**config.mk**
```make
export PLATFORM = sky130hd
export DESIGN_NAME = branch_resolve_unit
export DESIGN_NICKNAME = d
export VERILOG_FILES = /design/src/rtl/branch_resolve_unit.sv
export SDC_FILE = /design/constraint.sdc
export NUM_CORES = 1
export LEC_CHECK = 0
export ABC_AREA = 1
export CAP_MARGIN = 20
export CELL_PAD_IN_SITES_DETAIL_PLACEMENT = 1
export CELL_PAD_IN_SITES_GLOBAL_PLACEMENT = 1
export CORE_MARGIN = 4
export CORE_UTILIZATION = 31
export CTS_CLUSTER_SIZE = 40
export DETAILED_ROUTE_END_ITERATION = 8
export GPL_ROUTABILITY_DRIVEN = 0
export PLACE_DENSITY = 0.86
export SLEW_MARGIN = 20
export SYNTH_ARGS = -nofsm -noshare
export SYNTH_HDL_FRONTEND = slang
export SYNTH_SLANG_ARGS = --single-unit
```
**constraint.sdc**
```tcl
create_clock -name clk -period 4.2 [get_ports clk]
set_input_delay 1.26 -clock clk [delete_from_list [all_inputs] [get_ports clk]]
set_output_delay 1.26 -clock clk [all_outputs]
set_load 0.05 [all_outputs]
```
**src/rtl/branch_resolve_unit.sv**
```systemverilog
// branch_resolve_unit
//   Resolves one of eight compare modes on two operands and computes the
//   branch target br_pc + br_offset. A taken branch is registered into a
//   one-cycle REDIRECT (pc_sel high). A counted FLUSH phase follows, and
//   squashes wrong-path instructions until FLUSH_DEPTH flush cycles have elapsed.
//   Optional feature macro: BRANCH_STATS_EN. It adds saturating counters for
//   resolved and taken branches. Without it, br_count and taken_count read 0.
module branch_resolve_unit #(
    parameter int DATA_W      = 32,
    parameter int ADDR_W      = 32,
    parameter int FLUSH_DEPTH = 2,
    parameter int CNT_W       = 16
) (
    input  logic              clk,
    input  logic              rst,
    input  logic              br_valid,
    input  logic [2:0]        br_op,
    input  logic [DATA_W-1:0] rs_a,
    input  logic [DATA_W-1:0] rs_b,
    input  logic [ADDR_W-1:0] br_pc,
    input  logic [ADDR_W-1:0] br_offset,
    input  logic              stall,
    output logic              pc_sel,
    output logic [ADDR_W-1:0] pc_target,
    output logic              flush,
    output logic              busy,
    output logic [CNT_W-1:0]  br_count,
    output logic [CNT_W-1:0]  taken_count
);

    typedef enum logic [1:0] {
        ST_IDLE     = 2'd0,
        ST_REDIRECT = 2'd1,
        ST_FLUSH    = 2'd2
    } state_t;

    // Counter only needs to hold FLUSH_DEPTH-1 (at least one bit).
    localparam int FC_W = (FLUSH_DEPTH > 1) ? $clog2(FLUSH_DEPTH) : 1;
    localparam logic [FC_W-1:0] FC_LOAD = FC_W'(FLUSH_DEPTH - 1);
    localparam logic [FC_W-1:0] FC_LAST = FC_W'(1);

    state_t            state_r, state_s;
    logic [FC_W-1:0]   fcnt_r, fcnt_s;
    logic              pc_sel_r, flush_r, busy_r;
    logic [ADDR_W-1:0] pc_target_r;
    logic              accept_s, taken_s;
    logic [ADDR_W-1:0] target_s;

    // Branch condition for a given compare mode.
    function automatic logic eval_cond(input logic [2:0]        op,
                                       input logic [DATA_W-1:0] a,
                                       input logic [DATA_W-1:0] b);
        logic res;
        case (op)
            3'b000:  res = 1'b0;
            3'b001:  res = (a == b);
            3'b010:  res = (a != b);
            3'b011:  res = ($signed(a) <  $signed(b));
            3'b100:  res = ($signed(a) >= $signed(b));
            3'b101:  res = (a <  b);
            3'b110:  res = (a >= b);
            3'b111:  res = 1'b1;
            default: res = 1'b0;
        endcase
        return res;
    endfunction

    // Accept, condition and target are evaluated only in the accept cycle.
    assign accept_s = br_valid && !stall && (state_r == ST_IDLE);
    assign taken_s  = accept_s && eval_cond(br_op, rs_a, rs_b);
    assign target_s = br_pc + br_offset;

    // Next-state and flush-counter logic.
    always_comb begin
        state_s = state_r;
        fcnt_s  = fcnt_r;
        case (state_r)
            ST_IDLE: begin
                if (taken_s) begin
                    state_s = ST_REDIRECT;
                end else begin
                    state_s = ST_IDLE;
                end
            end
            ST_REDIRECT: begin
                if (!stall) begin
                    if (FLUSH_DEPTH > 1) begin
                        state_s = ST_FLUSH;
                        fcnt_s  = FC_LOAD;
                    end else begin
                        state_s = ST_IDLE;
                    end
                end else begin
                    state_s = ST_REDIRECT;
                end
            end
            ST_FLUSH: begin
                if (!stall) begin
                    if (fcnt_r == FC_LAST) begin
                        state_s = ST_IDLE;
                    end else begin
                        fcnt_s = fcnt_r - FC_LAST;
                    end
                end else begin
                    state_s = ST_FLUSH;
                end
            end
            default: begin
                state_s = ST_IDLE;
            end
        endcase
    end

    // State, counter and registered outputs decoded from the next state.
    always_ff @(posedge clk) begin
        if (rst) begin
            state_r     <= ST_IDLE;
            fcnt_r      <= {FC_W{1'b0}};
            pc_sel_r    <= 1'b0;
            flush_r     <= 1'b0;
            busy_r      <= 1'b0;
            pc_target_r <= {ADDR_W{1'b0}};
        end else begin
            state_r  <= state_s;
            fcnt_r   <= fcnt_s;
            pc_sel_r <= (state_s == ST_REDIRECT);
            flush_r  <= (state_s != ST_IDLE);
            busy_r   <= (state_s != ST_IDLE);
            if (taken_s) begin
                pc_target_r <= target_s;
            end
        end
    end

    assign pc_sel    = pc_sel_r;
    assign flush     = flush_r;
    assign busy      = busy_r;
    assign pc_target = pc_target_r;

`ifdef BRANCH_STATS_EN
    logic [CNT_W-1:0] br_cnt_r, taken_cnt_r;

    // Saturating counters of resolved and taken branches.
    always_ff @(posedge clk) begin
        if (rst) begin
            br_cnt_r    <= {CNT_W{1'b0}};
            taken_cnt_r <= {CNT_W{1'b0}};
        end else begin
            if (accept_s && (br_cnt_r != {CNT_W{1'b1}})) begin
                br_cnt_r <= br_cnt_r + {{(CNT_W-1){1'b0}}, 1'b1};
            end
            if (taken_s && (taken_cnt_r != {CNT_W{1'b1}})) begin
                taken_cnt_r <= taken_cnt_r + {{(CNT_W-1){1'b0}}, 1'b1};
            end
        end
    end

    assign br_count    = br_cnt_r;
    assign taken_count = taken_cnt_r;
`else
    assign br_count    = {CNT_W{1'b0}};
    assign taken_count = {CNT_W{1'b0}};
`endif

endmodule

```
# Word level (Yosys, flattened, before mapping)

Index checks and enable logic that the tools add are counted.

Flip-flop bits (word level): 37
Bits in latches: 0
Bits in writable memories: 0
Bits in read-only memories: 0
Bits of input ports: 135
Output and inout port bits: 67
Memories: 0

Add/sub/neg operators: 2
$mul: 0
Divide/modulo/power cells: 0
Magnitude comparators: 4
Eq/ne operators: 14
Shift operators: 0
Mux-type cells: 10
Bitwise logic cells: 0
Reductions and logical operators: 9

Operator list:

| operator                                       | number |
|---|---|
| greater-or-equal comparator 32 bit             | 2 |
| < comparator 32 bit                            | 2 |
| adder 32 bit                                   | 1 |
| == test 32 bit                                 | 1 |
| != test 32 bit                                 | 1 |
| == test 3 bit (second input constant)          | 4 |
| case mux 1 bit (8 select lines)                | 1 |
| == test 3 x 2 -> 1 bit (second input constant) | 2 |
| 2-to-1 mux 2 bit                               | 3 |
| case mux 2 bit (3 select lines)                | 1 |
| == test 2 x 1 -> 1 bit (second input constant) | 2 |
| 2-to-1 mux 1 bit                               | 4 |
| != test 2 bit (second input constant)          | 2 |
| nonzero test 2 bit                             | 2 |
| == test 3 x 1 -> 1 bit (second input constant) | 1 |
| logical AND 1 bit                              | 3 |
| zero test 3 bit                                | 1 |
| AND reduction 3 bit                            | 1 |
| == test 2 bit (second input constant)          | 1 |
| zero test 2 bit                                | 1 |
| case mux 1 bit (2 select lines)                | 1 |
| zero test 1 bit                                | 1 |
| subtractor 1 bit (second input constant)       | 1 |

# Logic depth before layout (Yosys ltp)

Depth in word-level cells: 7
Mapped depth: 21

# Worst setup path before layout

OpenSTA, ideal clock, no wires.

Path type: input -> register
Start point: in rs_b[7]
End point: reg pc_target_r[0], in the netlist pc_target[0]
Data arrival time: 2.891 ns
Data required time: 4.085 ns
Slack: 1.194 ns
Stages on the path: 17
Path through: inv_1 ha_1 nand2_1 nor2_1 nand4_1 nor2_1 nand2_1 nand2_1 o21ai_1 inv_1 nand2_1 nor2_2 nand3_2 buf_6 buf_6 a21oi_2 nor2_1

Word-level cells in the longest chain between the ends: 3
Elaborated cells on any way between the ends: 8
Those cells by class: order compare (4); eq/ne (2); mux (1); reduce/logical (1)

Ends and longest elaborated chain:

| item                                                       | line | source |
|---|---|---|
| start, declared                                            | 19   | `input logic [DATA_W-1:0] rs_b,` |
| greater-or-equal comparator 32 bit (tied with other cells) | 61   | `3'b110: res = (a >= b);` |
| case mux 1 bit (8 select lines) (*)                        | 54   | `case (op)` |
| logical AND 1 bit (*)                                      | 70   | `assign taken_s = accept_s && eval_cond(br_op, rs_a, rs_b);` |
| end signal, assigned                                       | 122  | `pc_target_r <= {ADDR_W{1'b0}};` |
| end signal, assigned                                       | 130  | `pc_target_r <= target_s;` |
| end, declared                                              | 45   | `logic [ADDR_W-1:0] pc_target_r;` |

Every way passes the cells marked *; elsewhere a longest branch is shown, timed or not.
A chain may end at the register's enable or synchronous reset.

# Final worst setup path

Start point: in rs_b[23]
End point: reg pc_target_r[20], in the netlist pc_target[20]

Same word-level chain as after synthesis.

==> metrics.yaml <==
cp.required_ns: 4.37
syn_inst: 733
routed_wl_mm: 15.83
cp_max_fo: 33
dp_hpwl_mm: 13.80
cts_tree: "done"
power.density_mw_per_mm2: 252.3
yosysSeqAreaShare_pct: 15.97
ys_seq_elements: 37
grt_pass1_wl_mm: 25.01
io_buffer_count: 169
hold_class: "reg -> reg"
final_layout_size_suffix_gt1_share_pct: 4.561
yosysTopAreaCellShare_pct: 16.99
cts_buffers: 5
rows: 44
max_freq_ghz: 0.2881
fin_hold_ws_ns: 0.4506
drt_iter0_drc: 105
clock_sink_count: 37
grt_overflow: 0
antenna_found_initial: 0
setup_tns_ns: 0
clockRootBuffer: "clkbuf_16"
finalHoldViolations: 0
yosys_warnings: 0
criticalPathCategory: "in -> reg"
syn_area_mm2: 0.004639
ir_drop_uv: 172.0
fin_ws_ns: 0.7293
worstPathArrival_ns: 3.64
ctsHoldBuffers: 0
synth.largest_area_cell: "ha_1"
ys_types: 39
io_pins: 202
cts-resized-gates: 0
synth_area_leaders: "ha_1 (17%), dfxtp_1 (16%), nand2_1 (14%)"
utilization_pct: 45.19
p_leak_uw: 0.003189
initial_core_util_pct: 31.80
path_clk_slew_ns: 0.06
vias: 5185
crit_path_start_kind: "primary input"
layout_min_cycle_time_ns: 3.471
drt_pass1_iterations: 4
ys.flop_type: "dfxtp_1"
hold_depth: 2
grt.met3_usage_pct: 1.515
htreeDepth: 2
ant_nets: 0
tightestPinTransition_ns: 0.5769
drc: 0
postCtsSetupBuffers: 0
finalSetupViolations: 0
track_usage_pct: 17.98
core_mm2: 0.01459
insertion_delay_ns: 0.28
synthTopCellsByCount: "nand2_1 (167), inv_1 (105), nor2_1 (77)"
skew_ns: 0.003030
vias_per_cell: 4.788
finalCritPeriodShare_pct: 82.64
grt_max_degree: 60
drv_slew: 0
die_w_um: 130.3
maxCapViolations: 0
busiest_layer: "met2"
slew_headroom_pct: 61.42
fin_area_mm2: 0.006593
grt_pass1_vias: 5296
status: "completed"
synthArstFlopShare_pct: 0
grt_use_met2_pct: 33.46
grt_util_met1_pct: 22.35
preCtsSetupSlack_ns: 0.4496
nets: 1097
wire_per_inst_um: 14.62
synth_edf_count: 0
die_h_um: 130.3
antenna_cells: 0
areaGrowthSynthToFinish_pct: 42.10
endpoint_kind: "flip-flop"
synth_most_common_cell: "nand2_1"
clockBufferDepth: 2
rsz0062_at_grt: "no"
r2r_cells: 6
die_area_mm2: 0.01699
syn_area_per_cell_um2: 6.329
placed_area_mm2: 0.006420
critical path, stage by stage:
cell             delay, ns
clkdlybuf4s50_1       0.46
inv_1                 0.04
ha_1                  0.28
nand2_1               0.08
nor2_1                0.23
nand3_1               0.13
nor2_2                0.13
nand2_1               0.11
nand2_1               0.07
nand2_1               0.07
nand3_1               0.09
nand2_1               0.07
nand3_2               0.12
buf_12                0.22
nand3_1               0.10
nand2_1               0.11
nor2_1                0.05
metal layers:
layer	share of wire [%]	wire, µm	vias to the layer above
li1	-	-	2643
met1	43	6868	2391
met2	50	7966	131
met3	4.5	713	20
met4	1.8	285	0
met5	0	0	-
cell usage in the layout (no fill, tap or decap), types with 3 or more instances in the layout:
cell             netlist  final
clkdlybuf4s50_1        0    169
nand2_1              167    167
inv_1                105    105
nor2_1                77     77
ha_1                  63     63
nand3_1               57     57
a21oi_1               54     54
dfxtp_1               37     37
conb_1                 1     32
a21oi_2               21     21
o21ai_0               20     20
xor2_1                14     14
xnor2_1               13     13
nor3_1                11     10
nand4_1                5      5
o21bai_1               5      5
clkbuf_16              0      5
a21o_1                 4      4
nand3b_1               4      4
buf_4                 33      4
nor2_2                 3      3
a31oi_1                3      3
path summary, 6_finish.rpt:
check	from	endpoint	slack, ns
worst min register to register	fcnt_r$_SDFFE_PP0P_	fcnt_r$_SDFFE_PP0P_	0.45
worst max-delay path	rs_b[23]	pc_target[20]$_SDFFE_PP0P_	0.73
worst min-delay path	fcnt_r$_SDFFE_PP0P_	fcnt_r$_SDFFE_PP0P_	0.45
worst max register to register	state_r[1]$_SDFF_PP0_	busy$_SDFF_PP0_	2.76
through the flow:
step           total power, µW  std cells
6_report                  1663       1083
5_1_grt                   1773       1083
4_1_cts                   1674       1083
3_5_place_dp              1234       1075
3_3_place_gp              1216       1075
2_1_floorplan            954.0        764
power by group:
part	total [µW]	leakage (µW)	internal [µW]	switching (µW)
clock	433	0.0000841	296	137
combinational	837	0.00280	333	504
sequential	393	0.000302	375	17.3
total	1660	0.00319	1000	658
cells by family (layout without fill, tap and decap cells):
group                    after synthesis  in the layout  share of synthesized area, %
other                                  1             32                       0.08083
AND/OR/NAND/NOR                      332            332                         29.99
XOR/XNOR                              27             27                         5.097
flip-flops                            37             37                         15.97
AO/OA/AOI/OAI                        119            119                         15.78
buffers and inverters                153            288                         15.67
adder cells (fa/ha/maj)               64             64                         17.42
registers in the layout, indices dropped and copies added, names as in the netlist:
name       flops
busy           1
fcnt_r         1
pc_sel         1
pc_target     32
state_r        2
layout make-up:
cell class	count	area (µm²)
multi-input cells	574	3293
fillers	1862	7996
flip-flops and latches	37	740.7
clock inverters	1	30.03
repair buffers	175	1762
well taps	184	230.2
inverters	105	394.1
clock buffers	7	142.6
(Power assumes the default switching activity.)
